## config.mk

```make
export PLATFORM = sky130hd
export DESIGN_NAME = dx_multdiv_flat
export DESIGN_NICKNAME = d
export VERILOG_FILES = /design/src/rtl/dx_multdiv_if.sv /design/src/rtl/dx_multdiv.sv /design/src/flat_wrapper.sv
export SDC_FILE = /design/constraint.sdc
export NUM_CORES = 1
export LEC_CHECK = 0
export ABC_AREA = 1
export CAP_MARGIN = 10
export CORE_AREA = 2 2 374 302
export DETAILED_ROUTE_END_ITERATION = 8
export DIE_AREA = 0 0 376 304
export MAX_ROUTING_LAYER = met4
export PLACE_DENSITY = 0.43
export SYNTH_ARGS = -nofsm -noshare
export SYNTH_HDL_FRONTEND = slang
export SYNTH_SLANG_ARGS = --single-unit
```

## constraint.sdc

```tcl
create_clock -name clk -period 4.04 [get_ports clk]
set_input_delay 0.606 -clock clk [delete_from_list [all_inputs] [get_ports clk]]
set_output_delay 0.606 -clock clk [all_outputs]
set_load 0.01 [all_outputs]
```

## src/rtl/dx_multdiv_if.sv

```systemverilog
// Operand/IR bundle from the D/X latch and the completion bundle toward the X/M latch
// of the iterative multiply/divide unit.
interface dx_multdiv_if;
  logic [31:0] a_in;
  logic [31:0] b_in;
  logic [31:0] ir_in;
  logic        valid_in;
  logic        kill;
  logic        stall;
  logic [31:0] result;
  logic [31:0] result_ir;
  logic        done;
  logic        exception;

  modport master (
    output a_in, b_in, ir_in, valid_in, kill,
    input  stall, result, result_ir, done, exception
  );

  modport slave (
    input  a_in, b_in, ir_in, valid_in, kill,
    output stall, result, result_ir, done, exception
  );
endinterface

```

## src/rtl/dx_multdiv.sv

```systemverilog
// Execute-stage iterative signed 32-bit multiply (shift-add) and divide (restoring),
// 32 iterations per operation, stalling the D/X latch while busy.
module dx_multdiv (
  input  logic        clk,
  input  logic        reset_n,
  dx_multdiv_if.slave bus
);

  typedef enum logic [1:0] {
    ST_IDLE = 2'd0,
    ST_MUL  = 2'd1,
    ST_DIV  = 2'd2,
    ST_DONE = 2'd3
  } state_e;

  state_e      state_q, state_d;
  logic [5:0]  cnt_q, cnt_d;
  logic        sign_q, sign_d;
  logic [31:0] ir_q, ir_d;
  logic [63:0] mcand_q, mcand_d;
  logic [31:0] mplier_q, mplier_d;
  logic [63:0] prod_q, prod_d;
  logic [31:0] dvd_q, dvd_d;
  logic [31:0] dvs_q, dvs_d;
  logic [31:0] rem_q, rem_d;
  logic        divz_q, divz_d;
  logic        dovf_q, dovf_d;
  logic [31:0] result_q, result_d;
  logic [31:0] result_ir_q, result_ir_d;
  logic        exc_q, exc_d;
  logic        done_q, done_d;

  logic        is_mul_s, is_div_s, start_s, last_iter_s, stall_s;
  logic [63:0] prod_next_s, prod_signed_s;
  logic [31:0] rem_shift_s;
  logic [32:0] diff_s;
  logic [31:0] quo_next_s, quo_signed_s;

  function automatic logic [31:0] mag32(input logic [31:0] v);
    mag32 = v[31] ? (32'd0 - v) : v;
  endfunction

  // Instruction decode and the start qualifier.
  always_comb begin
    is_mul_s    = (bus.ir_in[31:27] == 5'b00000) && (bus.ir_in[6:2] == 5'b00110);
    is_div_s    = (bus.ir_in[31:27] == 5'b00000) && (bus.ir_in[6:2] == 5'b00111);
    start_s     = bus.valid_in && (is_mul_s || is_div_s) && (state_q == ST_IDLE) && !bus.kill;
    last_iter_s = (cnt_q == 6'd31);
  end

  // FSM state register.
  always_ff @(posedge clk or negedge reset_n) begin
    if (!reset_n) begin
      state_q <= ST_IDLE;
    end else begin
      state_q <= state_d;
    end
  end

  // FSM next-state logic; kill aborts any non-idle state.
  always_comb begin
    state_d = state_q;
    case (state_q)
      ST_IDLE: begin
        if (start_s) begin
          state_d = is_mul_s ? ST_MUL : ST_DIV;
        end else begin
          state_d = ST_IDLE;
        end
      end
      ST_MUL, ST_DIV: begin
        if (bus.kill) begin
          state_d = ST_IDLE;
        end else if (last_iter_s) begin
          state_d = ST_DONE;
        end else begin
          state_d = state_q;
        end
      end
      ST_DONE: state_d = ST_IDLE;
      default: state_d = ST_IDLE;
    endcase
  end

  // FSM outputs; the hold request is combinational so the latch freezes in the start cycle.
  always_comb begin
    stall_s = start_s || (state_q == ST_MUL) || (state_q == ST_DIV);
  end

  // Single iteration of each datapath, plus final sign correction.
  always_comb begin
    prod_next_s   = prod_q + (mplier_q[0] ? mcand_q : 64'd0);
    prod_signed_s = sign_q ? (64'd0 - prod_next_s) : prod_next_s;
    rem_shift_s   = {rem_q[30:0], dvd_q[31]};
    diff_s        = {1'b0, rem_shift_s} - {1'b0, dvs_q};
    quo_next_s    = {dvd_q[30:0], ~diff_s[32]};
    quo_signed_s  = sign_q ? (32'd0 - quo_next_s) : quo_next_s;
  end

  // Datapath next-state: operand capture, iteration, and result commit on entry to DONE.
  always_comb begin
    cnt_d       = cnt_q;
    sign_d      = sign_q;
    ir_d        = ir_q;
    mcand_d     = mcand_q;
    mplier_d    = mplier_q;
    prod_d      = prod_q;
    dvd_d       = dvd_q;
    dvs_d       = dvs_q;
    rem_d       = rem_q;
    divz_d      = divz_q;
    dovf_d      = dovf_q;
    result_d    = result_q;
    result_ir_d = result_ir_q;
    exc_d       = exc_q;
    done_d      = 1'b0;
    case (state_q)
      ST_IDLE: begin
        if (start_s) begin
          cnt_d    = 6'd0;
          sign_d   = bus.a_in[31] ^ bus.b_in[31];
          ir_d     = bus.ir_in;
          mcand_d  = {32'd0, mag32(bus.a_in)};
          mplier_d = mag32(bus.b_in);
          prod_d   = 64'd0;
          dvd_d    = mag32(bus.a_in);
          dvs_d    = mag32(bus.b_in);
          rem_d    = 32'd0;
          divz_d   = (bus.b_in == 32'd0);
          dovf_d   = (bus.a_in == 32'h8000_0000) && (bus.b_in == 32'hFFFF_FFFF);
        end else begin
          cnt_d = cnt_q;
        end
      end
      ST_MUL: begin
        cnt_d    = cnt_q + 6'd1;
        prod_d   = prod_next_s;
        mcand_d  = {mcand_q[62:0], 1'b0};
        mplier_d = {1'b0, mplier_q[31:1]};
        if (last_iter_s && !bus.kill) begin
          result_d    = prod_signed_s[31:0];
          result_ir_d = ir_q;
          // The low word is exact only when bits 63..31 are a pure sign extension.
          exc_d       = !((&prod_signed_s[63:31]) || !(|prod_signed_s[63:31]));
          done_d      = 1'b1;
        end else begin
          done_d = 1'b0;
        end
      end
      ST_DIV: begin
        cnt_d = cnt_q + 6'd1;
        rem_d = diff_s[32] ? rem_shift_s : diff_s[31:0];
        dvd_d = quo_next_s;
        if (last_iter_s && !bus.kill) begin
          result_d    = divz_q ? 32'd0 : quo_signed_s;
          result_ir_d = ir_q;
          exc_d       = divz_q || dovf_q;
          done_d      = 1'b1;
        end else begin
          done_d = 1'b0;
        end
      end
      ST_DONE: done_d = 1'b0;
      default: done_d = 1'b0;
    endcase
  end

  // Datapath and output registers.
  always_ff @(posedge clk or negedge reset_n) begin
    if (!reset_n) begin
      cnt_q       <= 6'd0;
      sign_q      <= 1'b0;
      ir_q        <= 32'd0;
      mcand_q     <= 64'd0;
      mplier_q    <= 32'd0;
      prod_q      <= 64'd0;
      dvd_q       <= 32'd0;
      dvs_q       <= 32'd0;
      rem_q       <= 32'd0;
      divz_q      <= 1'b0;
      dovf_q      <= 1'b0;
      result_q    <= 32'd0;
      result_ir_q <= 32'd0;
      exc_q       <= 1'b0;
      done_q      <= 1'b0;
    end else begin
      cnt_q       <= cnt_d;
      sign_q      <= sign_d;
      ir_q        <= ir_d;
      mcand_q     <= mcand_d;
      mplier_q    <= mplier_d;
      prod_q      <= prod_d;
      dvd_q       <= dvd_d;
      dvs_q       <= dvs_d;
      rem_q       <= rem_d;
      divz_q      <= divz_d;
      dovf_q      <= dovf_d;
      result_q    <= result_d;
      result_ir_q <= result_ir_d;
      exc_q       <= exc_d;
      done_q      <= done_d;
    end
  end

  assign bus.stall     = stall_s;
  assign bus.result    = result_q;
  assign bus.result_ir = result_ir_q;
  assign bus.done      = done_q;
  assign bus.exception = exc_q;

endmodule
```

## src/flat_wrapper.sv

```systemverilog
// flat-port wrapper written by rule: the top's interface ports become plain ports
module dx_multdiv_flat 
  (clk, reset_n, bus_a_in, bus_b_in, bus_ir_in, bus_valid_in, bus_kill, bus_stall, bus_result, bus_result_ir, bus_done, bus_exception);
  dx_multdiv_if bus_i ();
  input  logic clk;
  input  logic reset_n;
  input wire logic [$bits(bus_i.a_in)-1:0] bus_a_in;
  input wire logic [$bits(bus_i.b_in)-1:0] bus_b_in;
  input wire logic [$bits(bus_i.ir_in)-1:0] bus_ir_in;
  input wire logic [$bits(bus_i.valid_in)-1:0] bus_valid_in;
  input wire logic [$bits(bus_i.kill)-1:0] bus_kill;
  output wire logic [$bits(bus_i.stall)-1:0] bus_stall;
  output wire logic [$bits(bus_i.result)-1:0] bus_result;
  output wire logic [$bits(bus_i.result_ir)-1:0] bus_result_ir;
  output wire logic [$bits(bus_i.done)-1:0] bus_done;
  output wire logic [$bits(bus_i.exception)-1:0] bus_exception;
  assign bus_i.a_in = bus_a_in;
  assign bus_i.b_in = bus_b_in;
  assign bus_i.ir_in = bus_ir_in;
  assign bus_i.valid_in = bus_valid_in;
  assign bus_i.kill = bus_kill;
  assign bus_stall = bus_i.stall;
  assign bus_result = bus_i.result;
  assign bus_result_ir = bus_i.result_ir;
  assign bus_done = bus_i.done;
  assign bus_exception = bus_i.exception;
  dx_multdiv u_core (.clk(clk), .reset_n(reset_n), .bus(bus_i));
endmodule
```

==> results of run 1 <==
power by group through the flow:
stage / sequential, mW / clock [mW] / combinational (mW)
floorplan: 4.59 / 0 / 5.40
global placement: 4.71 / 0 / 10.7
detailed placement: 4.72 / 0 / 10.6
CTS: 4.65 / 4.77 / 11.0
global route: 4.75 / 4.89 / 12.4
finish: 4.68 / 4.61 / 11.2
metal layers:
layer  part of all wire  global-route usage
met1               0.53               0.317
met3              0.058              0.0332
met4              0.019              0.0423
met5                  0                   -
met2               0.39               0.280
flip-flops by register name (all words and copies together) (netlist names):
name and flops:
u_core.state_q 2, u_core.ir_q 32, u_core.bus.exception 1, u_core.dovf_q 1, u_core.mplier_q 32, u_core.dvs_q 32, u_core.dvd_q 32, u_core.bus.result 32
u_core.divz_q 1, u_core.sign_q 1, u_core.bus.result_ir 32, u_core.rem_q 31, u_core.cnt_q 6, u_core.mcand_q 64, u_core.prod_q 64, u_core.bus.done 1
area by class of cell:
| class | count | area share |
|---|---|---|
| clock buffer | 60 | 0.0342 |
| clock inverter | 23 | 0.00905 |
| sequential | 364 | 0.239 |
| timing repair buffer | 814 | 0.175 |
| antenna | 5 | 0.000328 |
| multi-input combinational | 3122 | 0.429 |
| inverter | 674 | 0.0663 |
| tap | 1456 | 0.0477 |
cells in the mapped netlist (13+ instances only):
master and instances:
nor2_1 354, o21ai_0 270, o211ai_1 33, inv_2 13, o221ai_1 42, nor3_1 41, a31oi_1 33, nand3_1 218
xor2_1 56, xnor2_1 39, o22ai_1 44, nor4_1 18, ha_1 104, nand2_1 1485, clkbuf_1 108, a21oi_1 148
nor2_2 20, nand2_2 58, nand4_1 46, dfrtp_1 364, inv_1 654
critical path: cells and delay by family, from the launching register on:
family,cells,cell delay (ns)
buffers and inverters,6,0.77
and+or+nand+nor,27,2.42
DFF,1,0.43
AOI/OAI and AO/OA,1,0.16
adders and majority gates,1,0.29
cells by family (layout without fill, tap and decap cells):
family          count (synthesis)  in the layout  synth area share
xor+xnor                       95             95            0.0303
buf+inv                       796           1571             0.109
flops                         364            364             0.331
other cells                     0              5                 0
simple gates                 2291           2291             0.347
compound gates                630            630             0.134
fa+ha+maj                     106            106            0.0488
how the worst max path moves through the flow:
| stage | from | depth (start not counted) | slack [ns] | to |
|---|---|---|---|---|
| final | u_core.mplier_q[0]$_DFFE_PN0P_ | 35 | -0.16 | u_core.bus.exception$_DFFE_PN0P_ |
| after global routing | u_core.mplier_q[0]$_DFFE_PN0P_ | 34 | -0.48 | u_core.bus.exception$_DFFE_PN0P_ |
| after CTS | u_core.mplier_q[0]$_DFFE_PN0P_ | 37 | -0.14 | u_core.bus.exception$_DFFE_PN0P_ |
| after detailed placement | u_core.mplier_q[0]$_DFFE_PN0P_ | 33 | -0.47 | u_core.bus.exception$_DFFE_PN0P_ |
| after global placement | u_core.mplier_q[0]$_DFFE_PN0P_ | 31 | -0.46 | u_core.bus.exception$_DFFE_PN0P_ |
| after floorplan | u_core.dvd_q[31]$_DFFE_PN0P_ | 25 | 0.007 | u_core.bus.result[28]$_DFFE_PN0P_ |
repair_timing:
item | 4_1_cts | 5_1_grt
gates cloned | 0 | 0
endpoints found under the setup margin | 10 | 8
gates resized for setup | 117 | 94
pin swaps | 28 | 13
setup buffers | 9 | 6
==> metrics.yaml, run 1 <==
layout:
  layout.nets: 5229
  fillers: 12300
  final_cells: 6518
  synthToLayoutAreaGrowth_pct: 38.8
  drive_gt1_frac: 0.209
  fin_area_mm2: 0.0382
  utilization: 0.343
  seq_area_mm2: 0.00911
  multi_input_area_mm2: 0.0164
  layout_commonest_cell: "nand2_1"
  most-common-layout-cells: "nand2_1, inv_1, buf_4, dfrtp_1, nor2_1"
sta:
  setup_ws_ns: -0.162
  tightest_slew_ns: 0.976
  timing.final.crit_share: 1.04
  setup_tns_ns: -0.162
  period_needed_ns: 4.20
  max_slew_margin: 0.343
  rsz0062_at_grt: "yes"
  max_freq_mhz: 238
  setup_viol: 1
  report.final.hold_viol_count: 2
  skew_ns: 0.0252
  drv_slew: 0
  holdWs_ns: -0.00462
logic_synthesis:
  synth_area_leader_cell: "dfrtp_1"
  netlist_area_mm2: 0.0275
  syn_nets: 4488
  yosysSeqAreaShare: 0.331
  synth_edf_count: 0
  yosys_warnings: 0
  synth_area_leaders: "dfrtp_1, nand2_1, inv_1, o21ai_0, nor2_1"
  ys_seq_elements: 364
  netlist.area_leader.share: 0.331
  avgSynthCellArea_um2: 6.42
  ys.flop_type: "dfrtp_1"
  synthDistinctLibCells: 59
  netlist_instances: 4282
  async_flop_share: 1.00
place:
  place_area_mm2: 0.0356
  dp_cells: 6416
  place_congestion: 0.952
  dp_hpwl_um: 93700
  pre_cts_ws_ns: -0.465
  portBuffers: 166
worst_setup_path:
  slowest_stage: "dfrtp_2"
  worstPathMaxFanout: 24
  cp_common_cell: "nand2_1"
  path_class: "register to register"
  rrSetupSlack_ns: -0.16
  cp-start-kind: "register"
  timing.critical_path.required_ns: 4.56
  crit_path_end_kind: "register"
  reg2reg_depth: 35
  r2r-end: "u_core.bus.exception$_DFFE_PN0P_"
  arrival_ns: 4.72
  slowest_delay_ns: 0.43
  reg2reg_from: "u_core.mplier_q[0]$_DFFE_PN0P_"
power_and_ir_drop:
  power_density_mw_per_mm2: 537
  seq_power_share: 0.229
  ir_drop_uv: 308
  netSwitchingPower_mw: 9.04
  internal-power_mw: 11.4
  pwr-share-comb: 0.546
  total_power_mw: 20.5
  leakagePower_nw: 19.9
  sw_frac_of_total: 0.441
  clock_power_share: 0.225
cts:
  cts.sinks: 364
  clkLatencyLatePin_ns: 0.64
  ctsRootBufferMaster: "clkbuf_16"
  htreeDepth: 2
  cts_buffers: 47
  cts_hold_buffers: 0
  clkTransAtPathRegs_ns: 0.07
  cts_tree: "built"
  cts_buffer_depth: 3
floorplan:
  die-area_mm2: 0.114
  ios: 167
  start_util: 0.247
  die_w_um: 376
  design.core.area_mm2: 0.111
  rows: 110
  die_h_um: 304
global_route:
  grt_pass1_vias: 28452
  antenna_found_initial: 6
  grt_overflow: 0
  grt_pass1_wl_um: 176000
  grt_util_all_layers: 0.207
  grt_max_degree: 96
status:
  status: "complete, but fails checks"
  violations: "hold timing, setup timing"
flow_run:
  maxCapViolCount: 0
routing:
  drt-total-wl_um: 116000
  wl_per_cell_um: 17.9
  first_pass_iters: 5
  num_vias: 29540
  drtIter0Drc: 2135
  vias_per_cell: 4.53
  drc: 0
  ant_nets: 0
worst_hold_path:
  hp-class: "primary input to async pin"
No activity file was read; power rests on OpenSTA's default activity.
==> run 2, diff against run 1 <==
--- a/config.mk
+++ b/config.mk
@@ -6,12 +6,13 @@
 export NUM_CORES = 1
 export LEC_CHECK = 0
 export ABC_AREA = 1
+export ABC_CLOCK_PERIOD_IN_PS = 4040
 export CAP_MARGIN = 10
-export CORE_AREA = 2 2 374 302
+export CORE_AREA = 2 2 266 215
 export DETAILED_ROUTE_END_ITERATION = 8
-export DIE_AREA = 0 0 376 304
+export DIE_AREA = 0 0 268 217
 export MAX_ROUTING_LAYER = met4
-export PLACE_DENSITY = 0.43
+export PLACE_DENSITY = 0.73
 export SYNTH_ARGS = -nofsm -noshare
 export SYNTH_HDL_FRONTEND = slang
 export SYNTH_SLANG_ARGS = --single-unit
==> run 2 against run 1 <==
  * The run ends with setup timing left
  * Design area is 4.8% lower
  * Routed wire length fell by 14%
  * Flip-flop and latch count unchanged
  * Register-to-register slack gained 0.02 ns
  * First-iteration DRC count rose by 44%
  * Setup slack gained 0.021 ns
  * Non-clock buffer count decreased by 155
  * Power is 4.6% lower
  * Clock power down 15%
==> metrics.yaml, run 2 (synthesized netlist as in run 1, its figures left out) <==
cts:
  cts.sinks: 364
  ctsRootBufferMaster: "clkbuf_16"
  cts_buffer_depth: 3
  cts_tree: "built"
  htreeDepth: 2
  clkLatencyLatePin_ns: 0.61
  clkTransAtPathRegs_ns: 0.06
  cts_buffers: 40
place:
  place_congestion: 1.02
  dp_cells: 5557
  dp_hpwl_um: 77500
  portBuffers: 166
  place_area_mm2: 0.0335
sta:
  max_freq_mhz: 239
  report.final.hold_viol_count: 0
  setup_tns_ns: -0.141
  setup_ws_ns: -0.141
  timing.final.crit_share: 1.03
  max_slew_margin: 0.259
  period_needed_ns: 4.18
  setup_viol: 1
  tightest_slew_ns: 1.11
  holdWs_ns: 0.0263
  drv_slew: 0
  skew_ns: 0.0444
  rsz0062_at_grt: "yes"
routing:
  ant_nets: 0
  num_vias: 30398
  drt-total-wl_um: 99700
  wl_per_cell_um: 17.6
  drtIter0Drc: 3075
  vias_per_cell: 5.38
  drc: 0
  first_pass_iters: 8
global_route:
  grt_util_all_layers: 0.353
  grt_max_degree: 99
  grt_overflow: 0
  grt_pass1_wl_um: 156000
  antenna_found_initial: 5
  grt_pass1_vias: 28311
layout:
  drive_gt1_frac: 0.200
  layout_commonest_cell: "nand2_1"
  reg_top3: "u_core.mcand_q (64), u_core.prod_q (64)"
  fin_area_mm2: 0.0363
  synthToLayoutAreaGrowth_pct: 32.1
  multi_input_area_mm2: 0.0168
  most-common-layout-cells: "nand2_1, inv_1, buf_4, dfrtp_1, nor2_1"
  fillers: 5181
  layout.nets: 5067
  seq_area_mm2: 0.00911
  final_cells: 5654
worst_setup_path:
  crit_buf_inv: 8
  crit_path_end_kind: "register"
  slowest_delay_ns: 0.41
  critPathTopFamily: "simple AND/OR/NAND/NOR gates"
  worstPathMaxFanout: 18
  slowest_stage: "dfrtp_2"
  arrival_ns: 4.65
  timing.critical_path.required_ns: 4.51
  path_class: "register to register"
  cp-start-kind: "register"
  cp_common_cell: "nand2_1"
power_and_ir_drop:
  total_power_mw: 19.5
  leakagePower_nw: 19.0
  power_density_mw_per_mm2: 538
  ir_drop_uv: 346
floorplan:
  ios: 167
  design.core.area_mm2: 0.0559
  start_util: 0.492
  rows: 78
  die_w_um: 268
  die_h_um: 217
  die-area_mm2: 0.0582
worst_hold_path:
  hp-class: "primary input to async pin"
status:
  violations: "setup timing"
  status: "complete, but fails checks"
flow_run:
  maxCapViolCount: 0
## run 2: cell types whose count changed in the layout (fill, tap and decap cells not counted), moves of 8 or more
cell,previous run,this run
a21oi_1,132,124
buf_4,637,476
a21oi_2,15,23
nor2_1,287,267
nor2_4,24,38
ha_4,14,22
nand2_1,1429,1398
clkbuf_16,48,40
nand2_2,106,132
ha_1,87,75
## run 2: worst paths after layout
path                                           startpoint                                to  slack (ns)  depth (start not counted)
hold reg to reg                u_core.ir_q[4]$_DFFE_PN0P_        u_core.ir_q[4]$_DFFE_PN0P_        0.45                          2
min in group clk               u_core.ir_q[4]$_DFFE_PN0P_        u_core.ir_q[4]$_DFFE_PN0P_        0.45                          2
hold / removal                                    reset_n   u_core.mplier_q[27]$_DFFE_PN0P_        0.03                          1
setup reg to reg           u_core.mplier_q[0]$_DFFE_PN0P_  u_core.bus.exception$_DFFE_PN0P_       -0.14                         34
setup / recovery           u_core.mplier_q[0]$_DFFE_PN0P_  u_core.bus.exception$_DFFE_PN0P_       -0.14                         34
max in group asynchronous                         reset_n     u_core.prod_q[60]$_DFFE_PN0P_        3.13                          2
## run 2: area by class of cell
cell class | count | share of cell area
clock buffer | 54 | 0.0315
tap | 760 | 0.0262
antenna | 3 | 0.000207
inverter | 674 | 0.0697
timing repair buffer | 659 | 0.153
multi-input combinational | 3122 | 0.462
sequential | 364 | 0.251
clock inverter | 18 | 0.00672
## run 2: report_power, final
part           internal, mW  leakage, nW  total [mW]  switching [mW]
Combinational          4.31         13.6        10.9            6.59
Clock                  2.27        0.686        3.93            1.66
Sequential             4.24         4.79        4.72           0.481
Total                  10.8         19.0        19.5            8.73
## run 2: per-layer routing
layer	GRT usage	vias up	share of wire
li1	-	14793	-
met3	0.0699	152	0.11
met5	-	-	0
met2	0.489	1365	0.41
met1	0.526	14088	0.46
met4	0.0847	0	0.020
## run 2: stage by stage
step           utilization  setup WS, ns
6_report             0.649        -0.141
3_3_place_gp         0.599        -0.471
4_1_cts              0.637       -0.0534
5_1_grt              0.649        -0.394
3_5_place_dp         0.599        -0.449
2_1_floorplan            -       0.00721
## run 2: repair_timing
item / 4_1_cts / 5_1_grt
setup endpoints to repair: 7 / 10
setup buffers: 13 / 9
pin swaps: 35 / 53
resized for setup: 156 / 166
hold buffers: 0 / 0
